===== config.mk =====
export PLATFORM = sky130hd
export DESIGN_NAME = dmem_arbiter_flat
export DESIGN_NICKNAME = d
export VERILOG_FILES = /design/src/rtl/dmem_arbiter_if.sv /design/src/rtl/dmem_arbiter.sv /design/src/flat_wrapper.sv
export SDC_FILE = /design/constraint.sdc
export NUM_CORES = 1
export LEC_CHECK = 0
export CAP_MARGIN = 20
export CELL_PAD_IN_SITES_DETAIL_PLACEMENT = 0
export CELL_PAD_IN_SITES_GLOBAL_PLACEMENT = 2
export CORE_MARGIN = 3
export CORE_UTILIZATION = 18
export CTS_BUF_LIST = sky130_fd_sc_hd__clkbuf_8
export CTS_CLUSTER_SIZE = 30
export DETAILED_ROUTE_END_ITERATION = 12
export PLACE_DENSITY = 0.86
export SYNTH_ARGS = -nofsm -noshare
export SYNTH_HDL_FRONTEND = slang
export SYNTH_SLANG_ARGS = --single-unit

===== constraint.sdc =====
create_clock -name clk -period 2.65 [get_ports clk]
set_clock_uncertainty 0.05 [all_clocks]
set_input_delay 0.53 -clock clk [delete_from_list [all_inputs] [get_ports clk]]
set_output_delay 0.53 -clock clk [all_outputs]
set_load 0.01 [all_outputs]

===== src/rtl/dmem_arbiter_if.sv =====
// Core/debug/RAM bundle shared between the data-memory arbiter and its neighbours.
interface dmem_arbiter_if #(
  parameter int unsigned AW = 8,
  parameter int unsigned DW = 32
);
  // Core load/store path
  logic          core_req;
  logic          core_we;
  logic [AW-1:0] core_addr;
  logic [DW-1:0] core_wdata;
  logic [DW-1:0] core_rdata;
  logic          core_stall;

  // Debug/DMA burst port
  logic          dbg_req;
  logic          dbg_we;
  logic [AW-1:0] dbg_addr;
  logic [3:0]    dbg_len;
  logic [DW-1:0] dbg_wdata;
  logic          dbg_ack;
  logic          dbg_beat;
  logic          dbg_rvalid;
  logic [DW-1:0] dbg_rdata;
  logic          dbg_done;

  // Single-port RAM, asynchronous read
  logic          ram_we;
  logic [AW-1:0] ram_addr;
  logic [DW-1:0] ram_wdata;
  logic [DW-1:0] ram_rdata;

  // Arbiter side
  modport slave (
    input  core_req, core_we, core_addr, core_wdata,
    output core_rdata, core_stall,
    input  dbg_req, dbg_we, dbg_addr, dbg_len, dbg_wdata,
    output dbg_ack, dbg_beat, dbg_rvalid, dbg_rdata, dbg_done,
    output ram_we, ram_addr, ram_wdata,
    input  ram_rdata
  );

  // Requester / memory side
  modport master (
    output core_req, core_we, core_addr, core_wdata,
    input  core_rdata, core_stall,
    output dbg_req, dbg_we, dbg_addr, dbg_len, dbg_wdata,
    input  dbg_ack, dbg_beat, dbg_rvalid, dbg_rdata, dbg_done,
    input  ram_we, ram_addr, ram_wdata,
    output ram_rdata
  );
endinterface


===== src/rtl/dmem_arbiter.sv =====
// Data-RAM arbiter: core has priority, burst port gets a forced slot after MAX_WAIT blocked cycles.
module dmem_arbiter #(
  parameter int unsigned AW       = 8,
  parameter int unsigned DW       = 32,
  parameter int unsigned MAX_WAIT = 4
) (
  input logic           clk,
  input logic           reset,
  dmem_arbiter_if.slave bus
);
  localparam int unsigned CW = 4;
  localparam logic [0:0] IDLE  = 1'b0;
  localparam logic [0:0] BURST = 1'b1;

  logic [0:0]    state, state_nxt;
  logic          b_we, b_we_nxt;
  logic [AW-1:0] b_addr, b_addr_nxt;
  logic [CW-1:0] b_cnt, b_cnt_nxt;
  logic [CW-1:0] wait_cnt, wait_cnt_nxt;
  logic          ack_q, ack_nxt;
  logic          rvalid_q, rvalid_nxt;
  logic [DW-1:0] rdata_q, rdata_nxt;
  logic          done_q, done_nxt;
  logic          force_beat;
  logic          beat;

  // State and registered-output update; reset drops any burst in flight
  always_ff @(posedge clk) begin
    if (!reset) begin
      state    <= IDLE;
      b_we     <= 1'b0;
      b_addr   <= '0;
      b_cnt    <= '0;
      wait_cnt <= '0;
      ack_q    <= 1'b0;
      rvalid_q <= 1'b0;
      rdata_q  <= '0;
      done_q   <= 1'b0;
    end else begin
      state    <= state_nxt;
      b_we     <= b_we_nxt;
      b_addr   <= b_addr_nxt;
      b_cnt    <= b_cnt_nxt;
      wait_cnt <= wait_cnt_nxt;
      ack_q    <= ack_nxt;
      rvalid_q <= rvalid_nxt;
      rdata_q  <= rdata_nxt;
      done_q   <= done_nxt;
    end
  end

  // Next-state logic plus the combinational RAM mux, beat and stall
  always_comb begin
    state_nxt    = state;
    b_we_nxt     = b_we;
    b_addr_nxt   = b_addr;
    b_cnt_nxt    = b_cnt;
    wait_cnt_nxt = wait_cnt;
    ack_nxt      = 1'b0;
    rvalid_nxt   = 1'b0;
    rdata_nxt    = rdata_q;
    done_nxt     = 1'b0;

    force_beat = (state == BURST) && (wait_cnt == CW'(MAX_WAIT));
    beat       = (state == BURST) && (!bus.core_req || force_beat);

    bus.dbg_beat   = beat;
    bus.core_stall = beat & bus.core_req;
    bus.core_rdata = bus.ram_rdata;

    bus.ram_we    = bus.core_req & bus.core_we;
    bus.ram_addr  = bus.core_addr;
    bus.ram_wdata = bus.core_wdata;
    if (beat) begin
      bus.ram_we    = b_we;
      bus.ram_addr  = b_addr;
      bus.ram_wdata = bus.dbg_wdata;
    end
    // No RAM writes while reset is held, whatever the registers contain
    if (!reset) begin
      bus.ram_we = 1'b0;
    end

    case (state)
      IDLE: begin
        if (bus.dbg_req) begin
          state_nxt    = BURST;
          b_we_nxt     = bus.dbg_we;
          b_addr_nxt   = bus.dbg_addr;
          b_cnt_nxt    = bus.dbg_len;
          wait_cnt_nxt = '0;
          ack_nxt      = 1'b1;
        end
      end
      BURST: begin
        if (beat) begin
          b_addr_nxt   = b_addr + AW'(1);
          wait_cnt_nxt = '0;
          rvalid_nxt   = !b_we;
          if (!b_we) begin
            rdata_nxt = bus.ram_rdata;
          end
          if (b_cnt == '0) begin
            state_nxt = IDLE;
            done_nxt  = 1'b1;
          end else begin
            b_cnt_nxt = b_cnt - CW'(1);
          end
        end else begin
          wait_cnt_nxt = wait_cnt + CW'(1);
        end
      end
      default: state_nxt = IDLE;
    endcase
  end

  assign bus.dbg_ack    = ack_q;
  assign bus.dbg_rvalid = rvalid_q;
  assign bus.dbg_rdata  = rdata_q;
  assign bus.dbg_done   = done_q;
endmodule


===== src/flat_wrapper.sv =====
// flat-port wrapper written by rule: the top's interface ports become plain ports
module dmem_arbiter_flat 
#(
  parameter int unsigned AW       = 8,
  parameter int unsigned DW       = 32,
  parameter int unsigned MAX_WAIT = 4
)
  (clk, reset, bus_core_req, bus_core_we, bus_core_addr, bus_core_wdata, bus_core_rdata, bus_core_stall, bus_dbg_req, bus_dbg_we, bus_dbg_addr, bus_dbg_len, bus_dbg_wdata, bus_dbg_ack, bus_dbg_beat, bus_dbg_rvalid, bus_dbg_rdata, bus_dbg_done, bus_ram_we, bus_ram_addr, bus_ram_wdata, bus_ram_rdata);
  dmem_arbiter_if #(.AW(AW), .DW(DW)) bus_i ();
  input logic clk;
  input logic reset;
  input wire logic [$bits(bus_i.core_req)-1:0] bus_core_req;
  input wire logic [$bits(bus_i.core_we)-1:0] bus_core_we;
  input wire logic [$bits(bus_i.core_addr)-1:0] bus_core_addr;
  input wire logic [$bits(bus_i.core_wdata)-1:0] bus_core_wdata;
  output wire logic [$bits(bus_i.core_rdata)-1:0] bus_core_rdata;
  output wire logic [$bits(bus_i.core_stall)-1:0] bus_core_stall;
  input wire logic [$bits(bus_i.dbg_req)-1:0] bus_dbg_req;
  input wire logic [$bits(bus_i.dbg_we)-1:0] bus_dbg_we;
  input wire logic [$bits(bus_i.dbg_addr)-1:0] bus_dbg_addr;
  input wire logic [$bits(bus_i.dbg_len)-1:0] bus_dbg_len;
  input wire logic [$bits(bus_i.dbg_wdata)-1:0] bus_dbg_wdata;
  output wire logic [$bits(bus_i.dbg_ack)-1:0] bus_dbg_ack;
  output wire logic [$bits(bus_i.dbg_beat)-1:0] bus_dbg_beat;
  output wire logic [$bits(bus_i.dbg_rvalid)-1:0] bus_dbg_rvalid;
  output wire logic [$bits(bus_i.dbg_rdata)-1:0] bus_dbg_rdata;
  output wire logic [$bits(bus_i.dbg_done)-1:0] bus_dbg_done;
  output wire logic [$bits(bus_i.ram_we)-1:0] bus_ram_we;
  output wire logic [$bits(bus_i.ram_addr)-1:0] bus_ram_addr;
  output wire logic [$bits(bus_i.ram_wdata)-1:0] bus_ram_wdata;
  input wire logic [$bits(bus_i.ram_rdata)-1:0] bus_ram_rdata;
  assign bus_i.core_req = bus_core_req;
  assign bus_i.core_we = bus_core_we;
  assign bus_i.core_addr = bus_core_addr;
  assign bus_i.core_wdata = bus_core_wdata;
  assign bus_core_rdata = bus_i.core_rdata;
  assign bus_core_stall = bus_i.core_stall;
  assign bus_i.dbg_req = bus_dbg_req;
  assign bus_i.dbg_we = bus_dbg_we;
  assign bus_i.dbg_addr = bus_dbg_addr;
  assign bus_i.dbg_len = bus_dbg_len;
  assign bus_i.dbg_wdata = bus_dbg_wdata;
  assign bus_dbg_ack = bus_i.dbg_ack;
  assign bus_dbg_beat = bus_i.dbg_beat;
  assign bus_dbg_rvalid = bus_i.dbg_rvalid;
  assign bus_dbg_rdata = bus_i.dbg_rdata;
  assign bus_dbg_done = bus_i.dbg_done;
  assign bus_ram_we = bus_i.ram_we;
  assign bus_ram_addr = bus_i.ram_addr;
  assign bus_ram_wdata = bus_i.ram_wdata;
  assign bus_i.ram_rdata = bus_ram_rdata;
  dmem_arbiter #(.AW(AW), .DW(DW), .MAX_WAIT(MAX_WAIT)) u_core (.clk(clk), .reset(reset), .bus(bus_i));
endmodule

After elaboration in Yosys (flattened, before gate mapping). Index checks and enable logic that the tools add are counted. Widths: inputs -> output; s select.

Bits of input ports: 122. Output and inout bits: 110. Logic and storage cells: 52. Bits in registers: 53.

Mux-type cells: 19. Bitwise logic cells: 5. Add/sub/neg operators: 3. Equality and inequality tests: 4. Reductions and logical operators: 12.

Operators with widths (number): $mux 32 (1); $mux 8 (3); $mux 4 (5); $pmux 4 s2 (2); $pmux 8 s2 (1); $reduce_and 3->1 (3); $add 8x1->8 const B (1); $mux 1 (6); $ne 2x2->1 const B (3); $add 4x1->4 const B (1); $eq 4x3->1 const B (1); $logic_not 4->1 (1); $reduce_and 2->1 (2); $sub 4x1->4 const B (1); $not 1->1 (3); $and 1x1->1 (2); $logic_and 1x1->1 (2); $logic_not 1->1 (2); $pmux 1 s2 (1); $reduce_or 2->1 (1); $logic_or 1x1->1 (1).

Logic depth before layout (Yosys ltp). Gate-level depths: netlist (run 1).

Word-level depth: 6. Depth in mapped cells: 7.

Least setup slack after synthesis (run 1). OpenSTA, ideal clock, no wires.

Path kind: register -> output. From: register u_core.wait_cnt[0]. To: output bus_ram_addr[0]. Cell stages (with the launch flop): 7. Arrival: 1524 ps. Setup slack: 546 ps. Path through: dfxtp_1 -> inv_1 -> ha_1 -> nand3b_4 -> a21oi_4 -> buf_6 -> mux2_2.

Word-level cells in the longest chain between the ends: 5.

RTL lines: from (decl) (RTL line dmem_arbiter.sv:19) `logic [CW-1:0] wait_cnt, wait_cnt_nxt;`; from (signal assigned) (RTL line dmem_arbiter.sv:44) `wait_cnt <= wait_cnt_nxt;`; $eq 4x3->1 (RTL line dmem_arbiter.sv:64) `force_beat = (state == BURST) && (wait_cnt == CW'(MAX_WAIT));`; $logic_and 1x1->1 (RTL line dmem_arbiter.sv:64); $logic_or 1x1->1 (RTL line dmem_arbiter.sv:65) `beat = (state == BURST) && (!bus.core_req || force_beat);`; $logic_and 1x1->1 (RTL line dmem_arbiter.sv:65); $mux 8 (RTL line dmem_arbiter.sv:74) `if (beat) begin`; to (decl) (RTL line flat_wrapper.sv:29) `output wire logic [$bits(bus_i.ram_addr)-1:0] bus_ram_addr;`.

No other way between the ends.

Worst setup path after layout (run 1).
From: register u_core.wait_cnt[0]. To: output bus_ram_wdata[8].

Word-level cells in the longest chain between the ends: 5.

RTL lines: $eq 4x3->1 (RTL line dmem_arbiter.sv:64); $logic_and 1x1->1 (RTL line dmem_arbiter.sv:64); $logic_or 1x1->1 (RTL line dmem_arbiter.sv:65); $logic_and 1x1->1 (RTL line dmem_arbiter.sv:65); $mux 32 (RTL line dmem_arbiter.sv:74); to (decl) (RTL line flat_wrapper.sv:30) `output wire logic [$bits(bus_i.ram_wdata)-1:0] bus_ram_wdata;`.

No other way between the ends.

==> run_results.csv, run 1 <==
group,metric,value,unit
synth,synth-seq-cells,53,
synth,netlist_area,3134,µm²
synth,syn_area_per_cell,8.955,µm²
placement,io_buffers,231,
synth,synth_ff_type,"dfxtp_1",
global_route,grt_usage,11.76,%
floorplan,core_region_area,16820,µm²
drt,vias,3272,
layout,final_common_cell,"clkdlybuf4s50_1",
timing,setup_viol,7,
min_path,min_to,"u_core.bus.dbg_rdata[11]$_SDFFE_PN0P_",
pwr,p_leak,2.286,nW
min_path,hold_depth,2,
synth,yosysUniqueCellTypes,47,
cts,numClockSinks,53,
drt,wl,11960,µm
worst_setup_path,r2r-end,"u_core.b_addr[4]$_SDFFE_PN0P_",
floorplan,std_cell_rows,47,
run_status,violations,"negative setup slack",
layout,mostFrequentLayoutCells,"clkdlybuf4s50_1 (188), nand2_1 (76), dfxtp_1 (51)",
drt,drt_iter0_drc,105,
cts,clk_pin_slew_worst_paths,90,ps
min_path,hold_path_class,"flop to flop",
min_path,min_from,"u_core.bus.dbg_rdata[11]$_SDFFE_PN0P_",
layout,antenna_cells,0,
timing,rsz0062_at_grt,"yes",
cts,cts_hold_buf,0,
global_route,grt_pass1_vias,3316,
worst_setup_path,worst_ep_arrival_time,2080,ps
layout,nets,696,
drt,drcViolationCount,0,
worst_setup_path,timing.reg2reg.setup_slack,650,ps
layout,final_cells,788,
cts,tritoncts.num_buffers,5,
timing,finalCritPeriodShare,100.2,%
synth,yosys_warnings,0,
worst_setup_path,rr_startpoint,"u_core.wait_cnt[0]$_SDFFE_PN0P_",
placement,place_ws,-261.0,ps
synth,seq_area_frac_synth,33.85,%
synth,synth_edf_count,0,
drt,ant_nets,0,
layout,final_area,5893,µm²
worst_setup_path,cp-start-kind,"flop",
timing,hold_viol,0,
floorplan,start_util,18.64,%
cts,cts.path.max_buffers,2,
cts,root_buffer,"clkbuf_8",
layout,fill_cells,1745,
global_route,grt_remaining_overflow,0,
drt,drt_pre_antenna_iters,4,
synth,syn_nets,477,
placement,place_inst,766,
worst_setup_path,worstSetupEndpointType,"output pin",
pwr,powerDensity,364.0,nW/µm²
run_status,outcome,"finished, violations left",
layout,drive_above_1_share,23.24,%
cts,cts_tree,"yes",
timing,timing.fmax,376.6,MHz
drt,routedWlPerCell,15.18,µm
pwr,ir_worst_vdd,171.0,µV
worst_setup_path,criticalPathCategory,"flop to output pin",
worst_setup_path,ff2ff_path_depth,11,
placement,place_area,5487,µm²
drt,via_per_inst,4.152,
timing,worst_pin_slew,525.4,ps
layout,syn2layout_area_growth,88.02,%
floorplan,fp.dieW,138.0,µm
placement,dp_hpwl,9017,µm
floorplan,die_h,138.0,µm
synth,synthArstFlopShare,0,%
cts,clk_latency,320,ps
worst_setup_path,crit_fanout,8,
timing,worst_slack,-5.448,ps
global_route,grt_start_max_net_pins,54,
timing,finalCriticalPeriod,2655,ps
global_route,antenna_found_initial,0,
synth,synth_cells,350,
floorplan,dieArea,19030,µm²
flow_run,maxCapViolations,0,
floorplan,io_pins,232,
timing,drv_slew,0,
placement,routabilityCongestion,0.7509,
timing,slew_headroom,64.90,%
global_route,grt_first_pass_wirelength,17550,µm
worst_setup_path,required,2070,ps
cts,htree_levels,2,
==> power by group <==
| part | internal (mW) | switching, mW |
|---|---|---|
| clock network | 0.175 | 0.261 |
| logic | 0.519 | 0.314 |
| registers | 0.842 | 0.0347 |
| total | 1.54 | 0.609 |
==> flip-flops by register name, indices dropped and copies added (netlist names) <==
register / cells
u_core.b_addr: 8
u_core.bus.dbg_done: 1
u_core.bus.dbg_rdata: 32
u_core.bus.dbg_ack: 1
u_core.wait_cnt: 4
u_core.b_cnt: 4
u_core.bus.dbg_rvalid: 1
u_core.b_we: 1
u_core.state: 1
==> repair_timing <==
item | CTS | global route
gates cloned | 4 | 0
resized for setup | 200 | 35
setup endpoints to repair | 43 | 36
setup buffers | 11 | 2
endpoints found under the hold margin | 0 | 0
pin swaps | 2 | 2
==> critical path: stages, from the launching register on <==
cell	delay [ps]
dfxtp_2	330
inv_2	60
ha_4	140
nand3b_4	90
a21oi_4	310
buf_12	160
buf_12	110
buf_16	130
mux2_4	310
buf_6	120
==> through the flow <==
| step | power [mW] | setup TNS, ps | util (%) | hold WS (ps) |
|---|---|---|---|---|
| final | 2.145 | -17.49 | 35.04 | 404.8 |
| after global routing | 2.281 | -1542 | 35.04 | 427.1 |
| after detailed placement | 1.651 | -9887 | 32.62 | 393.8 |
| after global placement | 1.642 | -8081 | 32.62 | 389.8 |
| after CTS | 2.175 | -296.7 | 34.74 | 407.9 |
| after floorplan | 1.227 | 0 | - | 412.4 |
==> logic make-up after synthesis <==
family | count (synthesis) | share of synthesized area (%)
buffers and inverters | 58 | 13.09
AOI/OAI and AO/OA | 80 | 19.48
and+or+nand+nor | 110 | 15.97
muxes | 43 | 15.33
adders and majority gates | 5 | 1.996
DFF | 53 | 33.85
xor gates and xnor gates | 1 | 0.2795
==> synth_stat cells, types with 3 or more instances <==
master     n  area (µm²)
o21ai_0   10       50.05
clkbuf_1   7       26.28
a211oi_1   4       30.03
buf_2      4       20.02
buf_6      9       101.4
and2_1     4       25.02
mux2_2    40       450.4
a21boi_0   7       52.55
dfxtp_1   53        1061
nand3_1    3       15.01
nor3_1     4       20.02
mux2i_1    3       30.03
o21a_1     6       45.04
a21boi_1  30       225.2
ha_1       5       62.56
nand2_1   76       285.3
inv_1      5       18.77
and3_1     5       31.28
buf_4     32       240.2
nor2_1     4       15.01
nor2b_1    6       37.54
==> metal layers <==
layer	GRT usage (%)	vias up	wire length, µm
li1	-	1625	-
met1	14.58	1503	4917
met2	20.50	127	6098
met3	2.758	17	786
met4	3.019	0	161
met5	0	-	0
==> area by class of cell <==
class	count	area (µm²)	area share, %
tap	220	275.3	4.671
clock inverter	1	5.005	0.08493
clock buffer	5	68.82	1.168
sequential	53	1064	18.05
multi-input combinational	239	1777	30.15
timing repair buffer	264	2681	45.50
inverter	6	22.52	0.3822
==> worst max path at each step <==
| stage | cells past startpoint | to | start | slack, ps |
|---|---|---|---|---|
| final | 9 | bus_ram_wdata[8] | u_core.wait_cnt[0]$_SDFFE_PN0P_ | -5 |
| after global routing | 9 | bus_ram_wdata[8] | u_core.wait_cnt[0]$_SDFFE_PN0P_ | -120 |
| after CTS | 9 | bus_ram_wdata[9] | u_core.wait_cnt[1]$_SDFFE_PN0P_ | -40 |
| after detailed placement | 5 | bus_ram_wdata[5] | bus_core_req | -260 |
| after global placement | 5 | bus_ram_wdata[9] | bus_core_req | -220 |
| after floorplan | 6 | bus_ram_addr[0] | u_core.wait_cnt[0]$_SDFFE_PN0P_ | 550 |
Note: power is estimated with default switching activity, not from simulation.
==> run 2: changes to the inputs <==
- CAP_MARGIN: 20 -> not set
- TNS_END_PERCENT: not set -> 50
==> run_results.csv, run 2 (synthesized netlist as in run 1, its figures left out) <==
group,metric,value,unit
layout,area.sequential,1064,µm²
drt,vias,3289,
timing,finalCritPeriodShare,100.0,%
floorplan,fp.dieW,138.0,µm
cts,cts_hold_buf,0,
worst_setup_path,cp-start-kind,"flop",
layout,antenna_cells,0,
floorplan,io_pins,232,
timing,setup_viol,1,
floorplan,core_region_area,16820,µm²
timing,rsz0062_at_grt,"yes",
placement,place_area,5487,µm²
layout,fill_cells,1751,
worst_setup_path,cpPeakStageDelay,330,ps
timing,timing.fmax,377.3,MHz
worst_setup_path,required,2070,ps
cts,cts.path.max_buffers,2,
cts,htree_levels,2,
layout,final_cells,786,
drt,wl,11890,µm
worst_setup_path,worstSetupEndpointType,"output pin",
worst_setup_path,criticalPathCategory,"flop to output pin",
timing,finalCriticalPeriod,2651,ps
placement,routabilityCongestion,0.7509,
timing,worst_slack,-0.5966,ps
pwr,ir_worst_vdd,184.3,µV
global_route,grt_start_max_net_pins,54,
drt,drcViolationCount,0,
placement,dp_hpwl,9017,µm
floorplan,die_h,138.0,µm
placement,io_buffers,231,
layout,mostFrequentLayoutCells,"clkdlybuf4s50_1 (188), nand2_1 (76), dfxtp_1 (51)",
drt,drt_iter0_drc,108,
timing,hold_viol,0,
global_route,antenna_found_initial,0,
run_status,violations,"negative setup slack",
placement,place_inst,766,
drt,routedWlPerCell,15.12,µm
drt,drt_pre_antenna_iters,4,
worst_setup_path,critPathBufInv,5,
cts,clk_latency,320,ps
timing,slew_headroom,64.60,%
timing,worst_pin_slew,529.8,ps
worst_setup_path,crit_chain,"inv_2, ha_4, nand3b_4, a21oi_4, buf_12, buf_12, buf_16, mux2_4, buf_6",
drt,via_per_inst,4.184,
worst_setup_path,cpMostUsedCell,"buf_12",
layout,nets,694,
floorplan,dieArea,19030,µm²
flow_run,maxCapViolations,0,
layout,syn2layout_area_growth,87.23,%
worst_setup_path,worst_ep_arrival_time,2070,ps
global_route,grt_remaining_overflow,0,
layout,largest_register_ffs,32,
layout,final_area,5868,µm²
layout,multi_input_area,1777,µm²
cts,tritoncts.num_buffers,5,
min_path,hold_path_class,"flop to flop",
worst_setup_path,crit_fanout,8,
timing,drv_slew,0,
global_route,grt_usage,11.66,%
drt,ant_nets,0,
layout,final_common_cell,"clkdlybuf4s50_1",
global_route,grt_pass1_vias,3280,
floorplan,std_cell_rows,47,
cts,clk_pin_slew_worst_paths,90,ps
pwr,powerDensity,364.6,nW/µm²
pwr,p_leak,2.272,nW
global_route,grt_first_pass_wirelength,17380,µm
cts,cts_tree,"yes",
cts,numClockSinks,53,
worst_setup_path,cp_top_family,"buffers and inverters",
run_status,outcome,"finished, violations left",
worst_setup_path,cp_slowest_cell,"dfxtp_2",
cts,root_buffer,"clkbuf_8",
floorplan,start_util,18.64,%
layout,drive_above_1_share,22.97,%
[run 2: repair_timing]
action                                  4_1_cts  5_1_grt
endpoints found under the setup margin       43       37
pin swaps                                     2        2
resized for setup                           192       40
cloned                                        4        0
buffers inserted                             11        0
[run 2: final timing paths]
check / to / slack (ps) / startpoint / depth (start not counted)
min reg2reg: u_core.bus.dbg_rdata[11]$_SDFFE_PN0P_ / 400 / u_core.bus.dbg_rdata[11]$_SDFFE_PN0P_ / 2
max reg2reg: u_core.b_addr[4]$_SDFFE_PN0P_ / 650 / u_core.wait_cnt[0]$_SDFFE_PN0P_ / 11
max: bus_ram_wdata[8] / -0.6 / u_core.wait_cnt[0]$_SDFFE_PN0P_ / 9
min: u_core.bus.dbg_rdata[11]$_SDFFE_PN0P_ / 400 / u_core.bus.dbg_rdata[11]$_SDFFE_PN0P_ / 2
[run 2: stage by stage]
step	setup TNS, ps	power [mW]	hold WS, ps	utilization [%]	setup WS [ps]
detailed placement	-9887	1.651	393.8	32.62	-261.0
floorplan	0	1.227	412.4	-	545.7
CTS	-445.9	2.170	407.9	34.64	-49.82
global placement	-8081	1.642	389.8	32.62	-222.3
global route	-1535	2.275	427.1	34.89	-117.7
finish	-0.5966	2.140	404.8	34.89	-0.5966
[run 2: metal layers]
layer | GRT usage, % | part of all wire (%) | wire [µm] | vias to the layer above
met3 | 2.721 | 6.7 | 802 | 24
li1 | - | - | - | 1621
met1 | 14.47 | 41 | 4865 | 1502
met2 | 20.31 | 51 | 6020 | 142
met4 | 3.019 | 1.7 | 197 | 0
met5 | 0 | 0 | 0 | -
[run 2: final cells by class]
| class | count | area share (%) |
|---|---|---|
| clock buffers | 5 | 1.173 |
| repair buffers | 262 | 45.27 |
| well taps | 220 | 4.691 |
| flip-flops and latches | 53 | 18.12 |
| inverters | 6 | 0.3838 |
| multi-input cells | 239 | 30.28 |
| clock inverters | 1 | 0.08529 |
[run 2: power by group]
part	switching, mW	leakage (nW)	internal, mW
clock	0.261	0.0399	0.175
combinational	0.312	1.80	0.515
sequential	0.0349	0.434	0.842
[run 2: worst reg2reg max path: cells and delay by family, from the launching register on]
kind	cells	cell delay [ps]
buf+inv	6	720
compound gates	2	420
flops	1	330
mux	1	210
fa+ha+maj	1	140
simple gates	1	90
==> run 3: changes to the inputs <==
- REMOVE_ABC_BUFFERS: not set -> 1
==> run_results.csv, run 3 (synthesized netlist as in run 1, its figures left out) <==
group,metric,value,unit
layout,final_cells,777,
layout,fill_cells,1731,
cts,cts.path.max_buffers,2,
placement,routabilityCongestion,0.7526,
global_route,grt_first_pass_wirelength,17320,µm
layout,syn2layout_area_growth,83.23,%
timing,whs,406.3,ps
cts,cts_tree,"yes",
floorplan,dieArea,19030,µm²
min_path,hold_path_class,"flop to flop",
min_path,min_from,"u_core.bus.dbg_rdata[27]$_SDFFE_PN0P_",
timing,setup_viol,0,
floorplan,die_h,138.0,µm
layout,largest_register_ffs,32,
cts,clk_pin_slew_worst_paths,100,ps
placement,dp_hpwl,9542,µm
placement,place_inst,762,
floorplan,io_pins,232,
timing,slew_headroom,60.01,%
global_route,grt_remaining_overflow,0,
layout,mostFrequentLayoutCells,"clkdlybuf4s50_1 (188), nand2_1 (76), dfxtp_1 (52)",
global_route,antenna_found_initial,0,
worst_setup_path,ff2ff_path_depth,7,
worst_setup_path,rr_startpoint,"u_core.wait_cnt[1]$_SDFFE_PN0P_",
layout,final_common_cell,"clkdlybuf4s50_1",
worst_setup_path,crit_fanout,12,
global_route,grt_start_max_net_pins,54,
cts,clk_latency,320,ps
min_path,hold_depth,2,
floorplan,std_cell_rows,47,
pwr,powerDensity,370.4,nW/µm²
worst_setup_path,r2r-end,"u_core.bus.dbg_rdata[24]$_SDFFE_PN0P_",
global_route,grt_usage,11.98,%
min_path,min_to,"u_core.bus.dbg_rdata[27]$_SDFFE_PN0P_",
cts,cts_hold_buf,0,
placement,io_buffers,231,
drt,routedWlPerCell,15.72,µm
cts,root_buffer,"clkbuf_8",
pwr,p_leak,2.150,nW
timing,hold_viol,0,
drt,drcViolationCount,0,
flow_run,maxCapViolations,0,
global_route,grt_pass1_vias,3235,
pwr,power,2.127,mW
floorplan,start_util,18.64,%
worst_setup_path,required,2070,ps
drt,vias,3286,
drt,ant_nets,0,
worst_setup_path,criticalPathCategory,"flop to output pin",
timing,timing.fmax,383.1,MHz
worst_setup_path,cp-start-kind,"flop",
worst_setup_path,worst_ep_arrival_time,2030,ps
drt,wl,12210,µm
timing,drv_slew,0,
placement,place_area,5464,µm²
timing,finalCritPeriodShare,98.49,%
layout,final_area,5743,µm²
worst_setup_path,worstSetupEndpointType,"output pin",
layout,antenna_cells,0,
floorplan,core_region_area,16820,µm²
cts,tritoncts.num_buffers,5,
floorplan,fp.dieW,138.0,µm
run_status,outcome,"completed",
layout,drive_above_1_share,17.95,%
drt,drt_iter0_drc,50,
pwr,ir_worst_vdd,157.4,µV
cts,numClockSinks,53,
drt,via_per_inst,4.229,
timing,worst_pin_slew,599.8,ps
timing,finalCriticalPeriod,2610,ps
cts,htree_levels,2,
timing,rsz0062_at_grt,"yes",
worst_setup_path,timing.reg2reg.setup_slack,860,ps
layout,nets,683,
drt,drt_pre_antenna_iters,4,
==> run 3: layer usage <==
metal	part of all wire (%)	track usage, %	vias up
li1	-	-	1588
met1	36	12.24	1455
met2	50	22.51	229
met3	12	4.463	14
met4	1.8	3.787	0
met5	0	0	-
==> run 3: worst max-delay path: stages, from the launching register on <==
cell and delay [ps]:
dfxtp_2 340, inv_2 60, ha_4 130, nand3b_4 80, a21oi_4 170, buf_12 140, buf_12 130, clkbuf_16 170
mux2_2 330, buf_2 140
==> run 3: report_power, final <==
| part | switching [mW] | internal (mW) | leakage, nW |
|---|---|---|---|
| registers | 0.0351 | 0.842 | 0.433 |
| logic | 0.302 | 0.483 | 1.67 |
| clock network | 0.285 | 0.180 | 0.0467 |
==> run 3: how the worst max path moves through the flow <==
stage,start,endpoint,slack [ps]
4_1_cts,u_core.wait_cnt[0]$_SDFFE_PN0P_,bus_ram_wdata[31],-100
6_report,u_core.wait_cnt[1]$_SDFFE_PN0P_,bus_ram_wdata[1],40
5_1_grt,u_core.wait_cnt[1]$_SDFFE_PN0P_,bus_ram_wdata[1],-30
3_5_place_dp,bus_core_req,bus_ram_wdata[25],-290
2_1_floorplan,u_core.wait_cnt[0]$_SDFFE_PN0P_,bus_ram_addr[0],-130
3_3_place_gp,bus_core_req,bus_ram_wdata[25],-270
==> run 3: timing repair <==
item / in CTS / in global routing
gates cloned: 1 / 2
endpoints found under the setup margin: 43 / 41
pin swaps: 1 / 2
setup buffers: 4 / 0
gates resized for setup: 107 / 59
==> run 3: area by class of cell <==
type	instances	area [µm²]	area share [%]
Clock buffer	5	68.82	1.198
Multi-Input combinational cell	239	1724	30.02
Tap cell	220	275.3	4.793
Clock inverter	3	15.01	0.2614
Timing Repair Buffer	251	2575	44.84
Sequential cell	53	1062	18.50
Inverter	6	22.52	0.3922
==> run 3: per-stage QoR <==
step	setup WS, ps	utilization, %	setup TNS, ps
final	40.02	34.15	0
after global routing	-34.13	34.15	-98.59
after detailed placement	-290.7	32.49	-10460
after global placement	-274.9	32.49	-10040
after floorplan	-130.0	-	-5306
after CTS	-103.2	32.83	-108.0
